## src/rtl/uart_reg_pkg.sv

```systemverilog
// Shared definitions for the UART register-command path (packer and sequencer).
package uart_reg_pkg;

  // Packer states, one-hot in a 5-bit field
  typedef enum logic [4:0] {
    S_IDLE = 5'b00001,
    S_RECV = 5'b00010,
    S_CSUM = 5'b00100
  } state_e;

  // Clock cycles per millisecond at 50 MHz
  localparam int MS_CNT_DEF = 50_000;

  // Command headers understood by the delay/wait sequencer
  localparam logic [15:0] DELAY_HEADER = 16'hABCD;
  localparam logic [15:0] WAIT_HEADER  = 16'hABC1;

  // XOR of the four bytes of a word (checksum byte value)
  function automatic logic [7:0] word_xor(input logic [31:0] w);
    return w[31:24] ^ w[23:16] ^ w[15:8] ^ w[7:0];
  endfunction

endpackage

```

## src/rtl/uart_reg_pack_module_uart_ms_timer.sv

```systemverilog
// Millisecond tick generator plus elapsed-ms gap counter.
// Holding clear high keeps both counters at zero.
module uart_ms_timer
  import uart_reg_pkg::*;
#(
  parameter int MS_CNT = MS_CNT_DEF
) (
  input  logic        clk,
  input  logic        rst,
  input  logic        clear,
  output logic        ms_tick,
  output logic [15:0] gap_ms
);

  localparam int TW = (MS_CNT > 1) ? $clog2(MS_CNT) : 1;

  logic [TW-1:0] tick_q, tick_d;
  logic [15:0]   gap_q, gap_d;

  // Tick counter wraps at MS_CNT-1; each wrap adds one ms to the gap (saturating)
  always_comb begin
    tick_d  = tick_q;
    gap_d   = gap_q;
    ms_tick = !clear && (tick_q == TW'(MS_CNT - 1));
    if (clear) begin
      tick_d = '0;
      gap_d  = '0;
    end else if (ms_tick) begin
      tick_d = '0;
      if (gap_q != 16'hFFFF) gap_d = gap_q + 16'd1;
    end else begin
      tick_d = tick_q + TW'(1);
    end
  end

  // Counter registers
  always_ff @(posedge clk) begin
    if (rst) begin
      tick_q <= '0;
      gap_q  <= '0;
    end else begin
      tick_q <= tick_d;
      gap_q  <= gap_d;
    end
  end

  assign gap_ms = gap_q;

endmodule

```

## src/rtl/uart_reg_pack_module.sv

```systemverilog
// Packs received UART bytes (MSB first) into 32-bit register words and
// pushes them to the register FIFO with a one-cycle valid strobe.
// Inter-byte timeout discards partial words; full-FIFO drops are counted.
// Optional macro UART_REG_CHECKSUM_EN: a 5th byte (XOR of the data bytes)
// must follow each word before it is emitted.
module uart_reg_pack_module
  import uart_reg_pkg::*;
#(
  parameter int          MS_CNT     = MS_CNT_DEF,
  parameter logic [15:0] TIMEOUT_MS = 16'd10
) (
  input  logic        clk,
  input  logic        rst,
  input  logic [7:0]  rx_data,
  input  logic        rx_valid,
  input  logic        fifo_full,
  output logic [31:0] reg_out,
  output logic        reg_valid,
  output logic        frame_err,
  output logic [15:0] drop_cnt
);

  state_e      state_q, state_d;
  logic [2:0]  byte_cnt_q, byte_cnt_d;
  logic [31:0] shreg_q, shreg_d;
  logic [31:0] reg_out_q, reg_out_d;
  logic        reg_valid_q, reg_valid_d;
  logic        frame_err_q, frame_err_d;
  logic [15:0] drop_cnt_q, drop_cnt_d;

  logic        tmr_clear;
  logic        ms_tick;
  logic [15:0] gap_ms;
  logic        timeout;
  logic [31:0] word_next;

  // Gap timing only runs while a partial word is held; any byte restarts it
  assign tmr_clear = (state_q == S_IDLE) || rx_valid;

  uart_ms_timer #(.MS_CNT(MS_CNT)) u_timer (
    .clk     (clk),
    .rst     (rst),
    .clear   (tmr_clear),
    .ms_tick (ms_tick),
    .gap_ms  (gap_ms)
  );

  // Fires on the tick that brings the gap up to TIMEOUT_MS
  assign timeout   = (TIMEOUT_MS != 16'd0) && ms_tick &&
                     (gap_ms == TIMEOUT_MS - 16'd1);
  assign word_next = {shreg_q[23:0], rx_data};

  // Next-state, packing, emit and drop accounting
  always_comb begin
    state_d     = state_q;
    byte_cnt_d  = byte_cnt_q;
    shreg_d     = shreg_q;
    reg_out_d   = reg_out_q;
    reg_valid_d = 1'b0;
    frame_err_d = 1'b0;
    drop_cnt_d  = drop_cnt_q;
    case (state_q)
      S_IDLE: begin
        if (rx_valid) begin
          shreg_d    = word_next;
          byte_cnt_d = 3'd1;
          state_d    = S_RECV;
        end
      end
      S_RECV: begin
        // A byte arriving with the timeout wins over the timeout
        if (rx_valid) begin
          shreg_d    = word_next;
          byte_cnt_d = byte_cnt_q + 3'd1;
          if (byte_cnt_q == 3'd3) begin
`ifdef UART_REG_CHECKSUM_EN
            state_d = S_CSUM;
`else
            state_d    = S_IDLE;
            byte_cnt_d = 3'd0;
            if (!fifo_full) begin
              reg_out_d   = word_next;
              reg_valid_d = 1'b1;
            end else if (drop_cnt_q != 16'hFFFF) begin
              drop_cnt_d = drop_cnt_q + 16'd1;
            end
`endif
          end
        end else if (timeout) begin
          frame_err_d = 1'b1;
          state_d     = S_IDLE;
          byte_cnt_d  = 3'd0;
          shreg_d     = '0;
        end
      end
`ifdef UART_REG_CHECKSUM_EN
      S_CSUM: begin
        // The checksum byte is compared, never shifted into the word
        if (rx_valid) begin
          state_d    = S_IDLE;
          byte_cnt_d = 3'd0;
          if (rx_data == word_xor(shreg_q)) begin
            if (!fifo_full) begin
              reg_out_d   = shreg_q;
              reg_valid_d = 1'b1;
            end else if (drop_cnt_q != 16'hFFFF) begin
              drop_cnt_d = drop_cnt_q + 16'd1;
            end
          end else begin
            frame_err_d = 1'b1;
          end
        end else if (timeout) begin
          frame_err_d = 1'b1;
          state_d     = S_IDLE;
          byte_cnt_d  = 3'd0;
          shreg_d     = '0;
        end
      end
`endif
      default: begin
        state_d    = S_IDLE;
        byte_cnt_d = 3'd0;
      end
    endcase
  end

  // State and output registers
  always_ff @(posedge clk) begin
    if (rst) begin
      state_q     <= S_IDLE;
      byte_cnt_q  <= '0;
      shreg_q     <= '0;
      reg_out_q   <= '0;
      reg_valid_q <= 1'b0;
      frame_err_q <= 1'b0;
      drop_cnt_q  <= '0;
    end else begin
      state_q     <= state_d;
      byte_cnt_q  <= byte_cnt_d;
      shreg_q     <= shreg_d;
      reg_out_q   <= reg_out_d;
      reg_valid_q <= reg_valid_d;
      frame_err_q <= frame_err_d;
      drop_cnt_q  <= drop_cnt_d;
    end
  end

  assign reg_out   = reg_out_q;
  assign reg_valid = reg_valid_q;
  assign frame_err = frame_err_q;
  assign drop_cnt  = drop_cnt_q;

endmodule
```

## config.mk

```make
export PLATFORM = sky130hd
export DESIGN_NAME = uart_reg_pack_module
export DESIGN_NICKNAME = d
export VERILOG_FILES = /design/src/rtl/uart_reg_pkg.sv /design/src/rtl/uart_reg_pack_module_uart_ms_timer.sv /design/src/rtl/uart_reg_pack_module.sv
export SDC_FILE = /design/constraint.sdc
export NUM_CORES = 1
export LEC_CHECK = 0
export ABC_AREA = 1
export CORE_ASPECT_RATIO = 0.6
export CORE_UTILIZATION = 45
export CTS_CLUSTER_DIAMETER = 120
export DETAILED_ROUTE_END_ITERATION = 10
export GPL_ROUTABILITY_DRIVEN = 0
export PLACE_DENSITY = 0.65
export SYNTH_ARGS = -nofsm -noshare
export SYNTH_HDL_FRONTEND = slang
export SYNTH_SLANG_ARGS = --single-unit
```

## constraint.sdc

```tcl
create_clock -name clk -period 2.8 [get_ports clk]
set_input_delay 0.28 -clock clk [delete_from_list [all_inputs] [get_ports clk]]
set_output_delay 0.28 -clock clk [all_outputs]
set_load 0.02 [all_outputs]
```

## Word level (Yosys, flattened, before mapping)

Cells that the tools add are included.

| word-level totals | value |
|---|---|
| flip-flop bits (word level) | 114 |
| bits of input ports | 12 |
| output and inout port bits | 50 |
| logic and storage cells | 58 |

| cells by class | value |
|---|---|
| $add $sub $neg | 4 |
| equality and inequality tests | 10 |
| multiplexer cells | 16 |
| bitwise logic cells | 4 |
| reductions and logical operators | 15 |

Operator list:

| cell | number |
|---|---|
| 24-bit two-way mux | 3 |
| 16-bit by 1-bit adder with 16-bit output, second input constant | 3 |
| 24-bit one-hot mux with 2 select lines | 1 |
| 16-bit != test, second input constant | 2 |
| 5-bit two-way mux | 4 |
| 16-bit == test, second input constant | 1 |
| 16-bit by 4-bit == test with 1-bit output, second input constant | 1 |
| 3-bit two-way mux | 4 |
| 5-bit one-hot mux with 2 select lines | 1 |
| 3-bit != test, second input constant | 2 |
| 3-bit one-hot mux with 2 select lines | 1 |
| 3-bit AND reduction | 2 |
| 3-bit OR reduction | 2 |
| 5-bit by 1-bit == test with 1-bit output, second input constant | 1 |
| 5-bit by 2-bit == test with 1-bit output, second input constant | 1 |
| 5-bit AND reduction | 1 |
| 1-bit NOT | 4 |
| 2-bit AND reduction | 2 |
| 4-bit AND reduction | 1 |
| 4-bit OR reduction | 1 |
| 3-bit by 1-bit adder with 3-bit output, second input constant | 1 |
| 3-bit by 2-bit == test with 1-bit output, second input constant | 1 |
| 1-bit logical AND | 2 |
| 1-bit two-way mux | 2 |
| 5 further kinds | 5 |

## Logic depth before layout (Yosys ltp)

Gate-level depths: netlist of run 1.

| depth | value |
|---|---|
| word-level depth | 8 |
| depth in mapped cells | 12 |
| mapped depth without buffers | 11 |

## Hierarchy

A second synthesis of run 1 with hierarchy kept.

| unflattened totals | value |
|---|---|
| cell total of the unflattened synthesis | 799 |
| area total of the unflattened synthesis | 5489.0 um^2 |

Modules (own cells, without submodules):

| module | instances | cells each | area an instance (um^2) | seq. area each (um^2) |
|---|---|---|---|---|
| uart_reg_pack_module | 1 | 498 | 3552.2 | 1581.5 |
| uart_ms_timer | 1 | 301 | 1936.9 | 640.6 |

## Worst setup path after synthesis of run 1

Ideal clock, no wire load.

| timing | value |
|---|---|
| path kind | register -> register |
| start point | register state_q[1] |
| end point | register byte_cnt_q[2] |
| library setup time | 0.113 ns |
| arrival time | 1.549 ns |
| data required time | 2.687 ns |
| setup slack | 1.138 ns |
| cell stages (with the launch flop) | 12 |
| buffers on the path | 1 |
| clock period less this slack | 1.662 ns |
| cell sequence | dfxtp_1 > inv_1 > ha_1 > nor2_1 > nand2_1 > nor2_2 > nand3_2 > o21bai_4 > buf_6 > nand2_2 > o21ai_1 > inv_1 |

| on the way | value |
|---|---|
| word-level cells in the longest chain between the ends | 7 |
| elaborated cells on any way between the ends | 10 |
| classes of those cells | eq/ne: 4; mux: 1; reduce/logical: 5 |

Ends and longest elaborated chain:

| element | line | RTL |
|---|---|---|
| from (decl) | uart_reg_pack_module.sv:23 | `state_e state_q, state_d;` |
| from (signal assigned) | uart_reg_pack_module.sv:138 | `state_q <= state_d;` |
| 5-bit by 1-bit == test with 1-bit output | uart_reg_pack_module.sv:38, uart_reg_pack_module.sv:62 |  |
| 1-bit logical OR | uart_reg_pack_module.sv:38 | `assign tmr_clear = (state_q == S_IDLE) \|\| rx_valid;` |
| 1-bit logical NOT | uart_reg_pack_module_uart_ms_timer.sv:24 | `ms_tick = !clear && (tick_q == TW'(MS_CNT - 1));` |
| 1-bit logical AND | uart_reg_pack_module_uart_ms_timer.sv:24 |  |
| 1-bit logical AND | uart_reg_pack_module.sv:49 | `assign timeout = (TIMEOUT_MS != 16'd0) && ms_tick &&` |
| 3-bit != test (no source line) | - |  |
| 2-bit AND reduction (no source line) | - |  |
| to (signal assigned) | uart_reg_pack_module.sv:139 | `byte_cnt_q <= byte_cnt_d;` |
| to (decl) | uart_reg_pack_module.sv:24 | `logic [2:0] byte_cnt_q, byte_cnt_d;` |

Parallel ways exist; a longest one is shown, timed or not.
A chain may end at the register's enable or synchronous reset.

## Worst setup path after layout of run 1

| timing | value |
|---|---|
| start point | register state_q[1] |
| end point | register shreg_q[16] |

| on the way | value |
|---|---|
| word-level cells in the longest chain between the ends | 7 |
| elaborated cells on any way between the ends | 11 |
| classes of those cells | eq/ne: 4; mux: 1; reduce/logical: 6 |

Ends and longest elaborated chain:

| element | line | RTL |
|---|---|---|
| 5-bit by 1-bit == test with 1-bit output | uart_reg_pack_module.sv:38, uart_reg_pack_module.sv:62 |  |
| 1-bit logical OR | uart_reg_pack_module.sv:38 |  |
| 1-bit logical NOT | uart_reg_pack_module_uart_ms_timer.sv:24 |  |
| 1-bit logical AND | uart_reg_pack_module_uart_ms_timer.sv:24 |  |
| 1-bit logical AND | uart_reg_pack_module.sv:49 |  |
| 3-bit != test (no source line) | - |  |
| 3-bit AND reduction (no source line) | - |  |
| to (signal assigned) | uart_reg_pack_module.sv:140 | `shreg_q <= shreg_d;` |
| to (decl) | uart_reg_pack_module.sv:25 | `logic [31:0] shreg_q, shreg_d;` |

Parallel ways exist; a longest one is shown, timed or not.

==> results of run 1 <==
[power by group through the flow]
stage          Sequential [mW]  Combinational, mW  Clock (mW)
2_1_floorplan             1.82              0.828           0
3_3_place_gp              1.85              0.974           0
3_5_place_dp              1.85               1.00           0
4_1_cts                   1.82               1.01        1.36
5_1_grt                   1.84               1.17        1.43
6_report                  1.82               1.01        1.32
[stage by stage]
step	std cells	hold slack (ps)	total power, mW	worst slack (ps)
5_1_grt	961	477	4.44	312
3_3_place_gp	945	426	2.83	610
4_1_cts	961	465	4.19	591
3_5_place_dp	945	454	2.86	538
6_report	961	465	4.15	596
2_1_floorplan	749	415	2.65	1140
[worst max-delay path by stage]
stage | startpoint | endpoint | depth (start not counted)
after floorplan | state_q[1]$_SDFFE_PP0P_ | byte_cnt_q[2]$_SDFFE_PP0P_ | 11
after global placement | rx_valid | shreg_q[20]$_SDFFE_PP0P_ | 10
after detailed placement | rx_valid | shreg_q[16]$_SDFFE_PP0P_ | 10
after CTS | state_q[1]$_SDFFE_PP0P_ | shreg_q[19]$_SDFFE_PP0P_ | 11
after global routing | state_q[1]$_SDFFE_PP0P_ | shreg_q[23]$_SDFFE_PP0P_ | 11
final | state_q[1]$_SDFFE_PP0P_ | shreg_q[16]$_SDFFE_PP0P_ | 11
[layer usage]
metal,GRT usage,routed length (um),share of wire
met3,0.0451,654,0.055
met5,0,0,0
met4,0.0425,79,0.0067
met1,0.297,6070,0.51
met2,0.318,5040,0.43
[cell type report]
| cell class | count | area (um^2) |
|---|---|---|
| Tap cell | 160 | 200 |
| Clock inverter | 5 | 63.8 |
| Multi-Input combinational cell | 551 | 2630 |
| Sequential cell | 111 | 2220 |
| Inverter | 55 | 206 |
| Clock buffer | 11 | 243 |
| Timing Repair Buffer | 68 | 663 |
| Fill cell | 1069 | 5070 |
[cell families after synthesis]
family,after synthesis
AOI/OAI and AO/OA,115
buffers and inverters,87
adders and majority gates,7
DFF,111
and+or+nand+nor,406
xor gates and xnor gates,23
[sequential cells by signal, summed over array words and instances (netlist names)]
name	count
shreg_q	24
state_q	2
byte_cnt_q	3
reg_valid	1
frame_err	1
reg_out	32
u_timer.tick_q	16
drop_cnt	16
u_timer.gap_ms	16
[Yosys cell counts, drive strengths merged, types with 2 or more instances]
master / n
nand2: 175
nor2: 143
dfxtp: 111
a21oi: 68
inv: 54
nand3: 53
o21ai: 43
clkbuf: 18
nor3: 17
xor2: 16
buf: 14
ha: 7
xnor2: 7
nand3b: 5
nand4: 5
nor3b: 3
o21bai: 3
nor4: 2
or2: 2
[worst max-delay path, delay by kind of cell, from the launching register on]
kind / cells / cell delay [ps]
flops: 1 / 350
simple gates: 7 / 730
compound gates: 1 / 390
buf+inv: 2 / 350
fa+ha+maj: 1 / 270
==> metrics, run 1 <==
DR vias=approximately 4800; Comb power frac=0.243; die height=around 85 um; synth top area cells=dfxtp_1 (43%), nand2_1 (12%), nor2_1 (10%); commonest non-fill, non-tap cells in the layout=nand2_1 (171), nor2_1 (139), dfxtp_1 (111); diode count=0; Final Util=0.551; hold path depth=1; Post-DRT Antenna Nets=0; compound-gate portion of the synthesized area=0.116; CTS H-tree depth=3; EDFF count, synth=0; max-slew violations=0; share of cells above drive strength 1=0.0562; Hold Fails Final Rpt=0; first-pass GRT wire length=about 20000 um; Congestion Overflow GR=0; Routed WL per cell=roughly 12 um; Crit Path Class=reg -> reg; slowest cell on the critical path=o21bai_4; fin nets=~800; row count=30; Worst Path Arrival=roughly 2500 ps; clk_skew=8.31 ps; final worst-path cycle share=0.787; I/O pin count=62; Worst IR Drop VDD=between 0.4 and 0.5 mV; detailed placement HPWL=about 8300 um; placed cell area=5920 um^2; post-synthesis async set-or-reset flop share=0; I/O Buffers=61; Global Route Usage Sum=0.207; post-synthesis sequential area ratio=0.426; Int Pwr=between 2 and 3 mW; RSZ-0062 raised after global routing=false; clk buf depth=2; adder-cell share of the synthesized area=0.0168; Yosys reg bits=111; Hold/Removal Path Class=reg -> reg; Critical Path RT=between 3000 and 4000 ps; worst path cell trace=inv_1, ha_1, nor2_1, nand2_1, nor2_2, nand3_2, o21bai_4, buf_4, nand3_1, nand2_1, nor2_1; core area=around 11000 um^2; endpoints failing setup=0; cell taking the most area after synthesis=dfxtp_1; Flop pwr share=0.438; Max Clock Freq=454 MHz; Critical Path Sink Type=register; mux contribution to synthesized area=0; main flop type after synthesis=dfxtp_1; Mapped Nets=roughly 770; Mean Syn Cell Area=about 7 um^2; Sw Share=0.316; 1st-iter DRT viols=between 200 and 300; post_cts resized=0; Final TNS setup=0 ps; R2R cell count=11; Initial Util=0.462; WL final=11800 um; Area growth syn-to-layout=19.4%; DR vias/cell=between 5 and 6; Post-Syn Instances=between 700 and 800; Leakage=2.38 nW; Distinct cells, synth=36; Net Sw Power=1.31 mW; fin area=about 6200 um^2; clock root buffer=clkbuf_16; Max-cap violations=0; clock buffer count from CTS=9; DRT Pass-1 Iters=5; Setup Fix Bufs, Post-CTS=0; post-synthesis simple-gate area fraction=0.329; Least-Margin Pin Slew=approximately 920 ps; Crit Path Max Fanout=18; Die W=141 um; status=finished clean; post-synthesis xor/xnor area fraction=0.0386; largest net degree at the start of global routing=59; pwr dens=approximately 670 nW/um^2; vias in the first global route=approximately 4300; Hold Path Origin=u_timer.tick_q[0]$_SDFF_PP0_; CP Launch Type=register; commonest non-fill, non-tap cell in the layout=nand2_1; Clk pwr share=0.319; Synth top area share=0.426; die area=about 12000 um^2; crit path time final=2200 ps; main combinational cell family by area after synthesis=simple AND/OR/NAND/NOR gates; Clk Latency, worst-skew pair=350 ps; TritonCTS clock tree=built; worst r2r src=state_q[1]$_SDFFE_PP0P_; yosys warns=0; Clock Sinks=111; Worst R2R End=shreg_q[16]$_SDFFE_PP0P_; CTS Hold Bufs=0; worst rel slew slack=0.384; initial antenna violation count=0; Cell Area, Synth=roughly 5200 um^2; flop2flop setup slack=600 ps; Hold EP=u_timer.tick_q[0]$_SDFF_PP0_; clock-pin slew on the worst setup and hold paths=about 70 ps; Residual DRC=0; CP max stage delay=390 ps
(Power assumes the default switching activity.)
==> inputs of run 2 (changes only) <==
--- a/config.mk
+++ b/config.mk
@@ -11,7 +11,7 @@
 export CTS_CLUSTER_DIAMETER = 120
 export DETAILED_ROUTE_END_ITERATION = 10
 export GPL_ROUTABILITY_DRIVEN = 0
-export PLACE_DENSITY = 0.65
+export PLACE_DENSITY = 0.67
 export SYNTH_ARGS = -nofsm -noshare
 export SYNTH_HDL_FRONTEND = slang
 export SYNTH_SLANG_ARGS = --single-unit
==> constraint.sdc (replaced) <==
create_clock -name clk -period 1.81 [get_ports clk]
set_input_delay 0.181 -clock clk [delete_from_list [all_inputs] [get_ports clk]]
set_output_delay 0.181 -clock clk [all_outputs]
set_load 0.02 [all_outputs]
==> run 2 against run 1 <==
Compared with the run above:
- count of clock-buffer cells in the layout down 1
- power increased by 60%
- fmax is 28% higher
- sequential cell count unchanged
- global-route usage rose by 0.90 points
- critical path depth unchanged
- sequential power rose by 55%
- cell count grew 3.3%
- first-iteration DRC count rose by 31%
- worst setup slack got worse by 510 ps
- non-clock buffer count up 32
- critical path type unchanged
- critical endpoint is now shreg_q[22]$_SDFFE_PP0P_
- highest routed layer unchanged
==> metrics, run 2 (synthesis results as in run 1) <==
detailed placement HPWL=between 8000 and 9000 um; Post-DRT Antenna Nets=0; Max-cap violations=0; pwr dens=slightly below 1000 nW/um^2; DR vias=roughly 5000; Net Sw Power=around 2.2 mW; I/O pin count=62; die area=roughly 12000 um^2; worst path cell trace=inv_2, nor2_1, nand2_1, nor2_2, nand2_2, o21bai_4, buf_6, buf_4, nand2_1, nand2_1, a21oi_1; share of cells above drive strength 1=0.122; Max Clock Freq=between 500 and 600 MHz; Sw Share=0.327; Worst IR Drop VDD=0.578 mV; Flop pwr share=0.424; clock-pin slew on the worst setup and hold paths=~80 ps; Critical Path Sink Type=register; RSZ-0062 raised after global routing=true; Clk pwr share=0.293; DR vias/cell=between 5 and 6; row count=30; Global Route Usage Sum=0.216; Comb power frac=0.283; clk buf depth=2; cell repeated most along the worst path=nand2_1; 1st-iter DRT viols=between 300 and 400; commonest non-fill, non-tap cells in the layout=nand2_1 (167), nor2_1 (132), dfxtp_1 (106); Hold/Removal Path Class=reg -> reg; Crit Path Class=reg -> reg; Congestion Overflow GR=0; clock root buffer=clkbuf_16; CP delay by family, top=simple AND/OR/NAND/NOR gates; core area=about 11000 um^2; die height=85.4 um; Initial Util=0.462; CTS H-tree depth=3; Int Pwr=between 4 and 5 mW; Die W=roughly 140 um; crit path buf inv count=3; clk_skew=6.26 ps; max-slew violations=0; TritonCTS clock tree=built; Crit Path Max Fanout=4; worst rel slew slack=0.692; R2R cell count=11; DRT Pass-1 Iters=5; max FFs per register=32; commonest non-fill, non-tap cell in the layout=nand2_1; CP max stage delay=~380 ps; CP Launch Type=register; diode count=0; largest net degree at the start of global routing=60; Routed WL per cell=approximately 13 um; clock buffer count from CTS=9; I/O Buffers=61; slowest cell on the critical path=dfxtp_1; vias in the first global route=between 4000 and 5000; Critical Path RT=roughly 2000 ps; crit path time final=approximately 1700 ps; fin nets=847; Area growth syn-to-layout=28.3%; Worst Path Arrival=about 2000 ps; WL final=~13000 um; CTS Hold Bufs=0; Residual DRC=0; DP Worst Slack=-107 ps; Clk Latency, worst-skew pair=350 ps; final worst slack=just under 90 ps; Hold Fails Final Rpt=0; stages on the worst setup path=11; Clock Sinks=about 110; Leakage=about 2.6 nW; status=finished clean; Least-Margin Pin Slew=between 400 and 500 ps; endpoints failing setup=0; final worst-path cycle share=0.951; Tot Pwr=between 6 and 7 mW; first-pass GRT wire length=about 21000 um; hold path depth=1; initial antenna violation count=0
[run 2: worst paths after layout]
path              slack, ps                      endpoint                           start
hold / removal          450  u_timer.tick_q[0]$_SDFF_PP0_    u_timer.tick_q[0]$_SDFF_PP0_
setup reg to reg         90      shreg_q[22]$_SDFFE_PP0P_  u_timer.gap_ms[3]$_SDFFE_PP0P_
hold reg to reg         450  u_timer.tick_q[0]$_SDFF_PP0_    u_timer.tick_q[0]$_SDFF_PP0_
setup / recovery         90      shreg_q[22]$_SDFFE_PP0P_  u_timer.gap_ms[3]$_SDFFE_PP0P_
[run 2: final cells by class]
type                            instances  area (um^2)
Sequential cell                       111         2230
Timing Repair Buffer                  100         1030
Fill cell                             993         4610
Multi-Input combinational cell        551         2730
Tap cell                              160          200
Clock buffer                           10          239
Clock inverter                          6         50.0
Inverter                               55          211
[run 2: through the flow]
| step | hold WS [ps] | utilization | cells | setup TNS (ps) | cell area (um^2) |
|---|---|---|---|---|---|
| floorplan | 316 | - | 749 | 0 | 5220 |
| global placement | 425 | 0.544 | 965 | -83.7 | 6150 |
| detailed placement | 439 | 0.544 | 965 | -2230 | 6150 |
| CTS | 419 | 0.583 | 992 | 0 | 6590 |
| global route | 466 | 0.592 | 993 | -1560 | 6690 |
| finish | 453 | 0.592 | 993 | 0 | 6690 |
[run 2: power groups by stage]
stage	combinational (mW)	sequential (mW)	clock (mW)
2_1_floorplan	1.28	2.82	0
3_3_place_gp	1.66	2.86	0
3_5_place_dp	1.70	2.86	0
4_1_cts	1.82	2.81	1.99
5_1_grt	2.16	2.85	2.10
6_report	1.88	2.82	1.95
[run 2: what timing repair did]
item,CTS,global route
gates cloned,2,0
buffers inserted,9,2
resized for setup,8,33
pin swaps,5,11
setup endpoints to repair,25,62
[run 2: per-layer routing]
| layer | vias to the layer above | wire [um] | part of all wire | GRT usage |
|---|---|---|---|---|
| li1 | 2564 | - | - | - |
| met1 | 2270 | 6420 | 0.51 | 0.314 |
| met2 | 146 | 5490 | 0.43 | 0.325 |
| met3 | 8 | 669 | 0.053 | 0.0485 |
| met4 | 0 | 60 | 0.0047 | 0.0455 |
| met5 | - | 0 | 0 | 0 |
==> inputs of run 3 (changes only) <==
--- a/config.mk
+++ b/config.mk
@@ -7,6 +7,7 @@
 export LEC_CHECK = 0
 export ABC_AREA = 1
 export CORE_ASPECT_RATIO = 0.6
+export CORE_MARGIN = 1.5
 export CORE_UTILIZATION = 45
 export CTS_CLUSTER_DIAMETER = 120
 export DETAILED_ROUTE_END_ITERATION = 10
==> run 3 against run 2 <==
Compared with the run above:
- global-route usage down 0.91 points
- critical path depth unchanged
- non-clock buffer count is 1 lower
- utilization about the same
- design area is essentially flat
- critical endpoint is now byte_cnt_q[2]$_SDFFE_PP0P_
- sequential share of layout area barely moved
- sequential power is essentially flat
- die area up 1.9%
- power up 0.25%
==> metrics, run 3 (synthesis results as in run 1) <==
status=finished clean; Critical Path Sink Type=register; Tot Pwr=6.67 mW; commonest non-fill, non-tap cell in the layout=nand2_1; initial antenna violation count=0; core area=11300 um^2; clk_skew=around 11 ps; DR vias/cell=between 4 and 5; Worst R2R End=byte_cnt_q[2]$_SDFFE_PP0P_; Clock Sinks=between 100 and 150; TritonCTS clock tree=built; max-slew violations=0; final worst slack=just under 70 ps; Global Route Usage Sum=0.207; detailed placement HPWL=between 8000 and 9000 um; max FFs per register=32; Hold/Removal Path Class=in -> reg; Post-DRT Antenna Nets=0; Least-Margin Pin Slew=473 ps; Critical Path RT=2060 ps; Post-Layout Cell Count=992; commonest non-fill, non-tap cells in the layout=nand2_1 (165), nor2_1 (136), dfxtp_1 (106); Min Hold Slack=roughly 450 ps; die height=about 86 um; share of cells above drive strength 1=0.118; Die W=about 140 um; RSZ-0062 raised after global routing=true; Net Sw Power=around 2.2 mW; clock root buffer=clkbuf_16; 1st-iter DRT viols=about 320; DP Worst Slack=-81.3 ps; Hold EP=reg_out[6]$_SDFFE_PP0P_; Hold Fails Final Rpt=0; clk buf depth=2; diode count=0; hold path depth=3; WL final=between 10000 and 15000 um; Area growth syn-to-layout=28.3%; Max Clock Freq=roughly 570 MHz; clock buffer count from CTS=9; Comb power frac=0.290; flop2flop setup slack=70 ps; Worst IR Drop VDD=0.546 mV; DRT Pass-1 Iters=4; row count=30; placed cell area=6140 um^2; Hold Path Origin=rx_data[6]; Worst Path Arrival=just under 2000 ps; I/O pin count=62; Max-cap violations=0; Leakage=2.61 nW; Clk Latency, worst-skew pair=roughly 350 ps; Crit Path Class=reg -> reg; Residual DRC=0; Clk pwr share=0.285; CTS H-tree depth=3; Int Pwr=between 4 and 5 mW; vias in the first global route=about 4300; I/O Buffers=61; fin nets=approximately 850; crit path time final=~1700 ps; first-pass GRT wire length=approximately 21000 um; Crit Path Max Fanout=8; R2R cell count=11; Initial Util=0.462; Routed WL per cell=12.6 um; CTS Hold Bufs=0; CP Launch Type=register; die area=12300 um^2; Congestion Overflow GR=0; Flop pwr share=0.425; final worst-path cycle share=0.962; largest net degree at the start of global routing=60; fin area=6690 um^2; Sw Share=0.326; placed cell count=between 900 and 1000; pwr dens=about 1000 nW/um^2; clock-pin slew on the worst setup and hold paths=80 ps; DR vias=about 4900; worst r2r src=u_timer.tick_q[0]$_SDFF_PP0_; endpoints failing setup=0; worst rel slew slack=0.685
run 3: cell types whose count changed in the layout (fill, tap and decap cells not counted), sizes merged:
cell	before	now
clkinv	2	3
inv	58	56
bufbuf	0	1
buf	39	36
clkbuf	10	11
clkinvlp	1	2
run 3: power groups by stage:
stage	Combinational (mW)	Sequential (mW)	Clock, mW
after detailed placement	1.73	2.87	0
after global placement	1.70	2.87	0
after floorplan	1.28	2.82	0
final	1.94	2.84	1.90
after CTS	1.78	2.82	1.95
after global routing	2.22	2.86	2.05
run 3: how the worst max path moves through the flow:
stage | from | cells after the start | endpoint
floorplan | state_q[1]$_SDFFE_PP0P_ | 11 | byte_cnt_q[2]$_SDFFE_PP0P_
global placement | rx_valid | 9 | shreg_q[10]$_SDFFE_PP0P_
detailed placement | rx_valid | 9 | shreg_q[10]$_SDFFE_PP0P_
CTS | state_q[1]$_SDFFE_PP0P_ | 11 | shreg_q[10]$_SDFFE_PP0P_
global route | state_q[1]$_SDFFE_PP0P_ | 12 | byte_cnt_q[2]$_SDFFE_PP0P_
finish | u_timer.tick_q[0]$_SDFF_PP0_ | 11 | byte_cnt_q[2]$_SDFFE_PP0P_
run 3: critical path, stage by stage (launching register included):
cell and delay (ps):
dfxtp_2 360, ha_4 150, nand2_2 70, nor2_4 160, buf_6 120, nand3_2 100
o21bai_4 180, buf_6 160, buf_12 130, nand2_4 50, o21ai_2 120, inv_1 50
run 3: layer usage:
| layer | vias to the layer above | routed length [um] | global-route usage |
|---|---|---|---|
| met4 | 0 | 102 | 0.0534 |
| met1 | 2249 | 6650 | 0.308 |
| met5 | - | 0 | 0 |
| li1 | 2562 | - | - |
| met3 | 7 | 542 | 0.0436 |
| met2 | 121 | 5200 | 0.302 |
run 3: repair_timing:
action,CTS,global route
gates resized for setup,3,33
setup buffers,3,8
gates cloned,1,1
setup endpoints to repair,5,60
pin swaps,2,11
run 3: final cells by class:
type                       count  area (um^2)
clock buffer                  10          229
clock inverter                 6         55.1
fill                        1012         4610
sequential                   111         2230
timing repair buffer          99         1040
tap                          160          200
multi-input combinational    551         2730
inverter                      55          211
run 3: through the flow:
step	util	setup TNS (ps)
6_report	0.592	0
5_1_grt	0.592	-42.1
4_1_cts	0.574	0
3_5_place_dp	0.544	-1370
3_3_place_gp	0.544	-105
2_1_floorplan	-	0
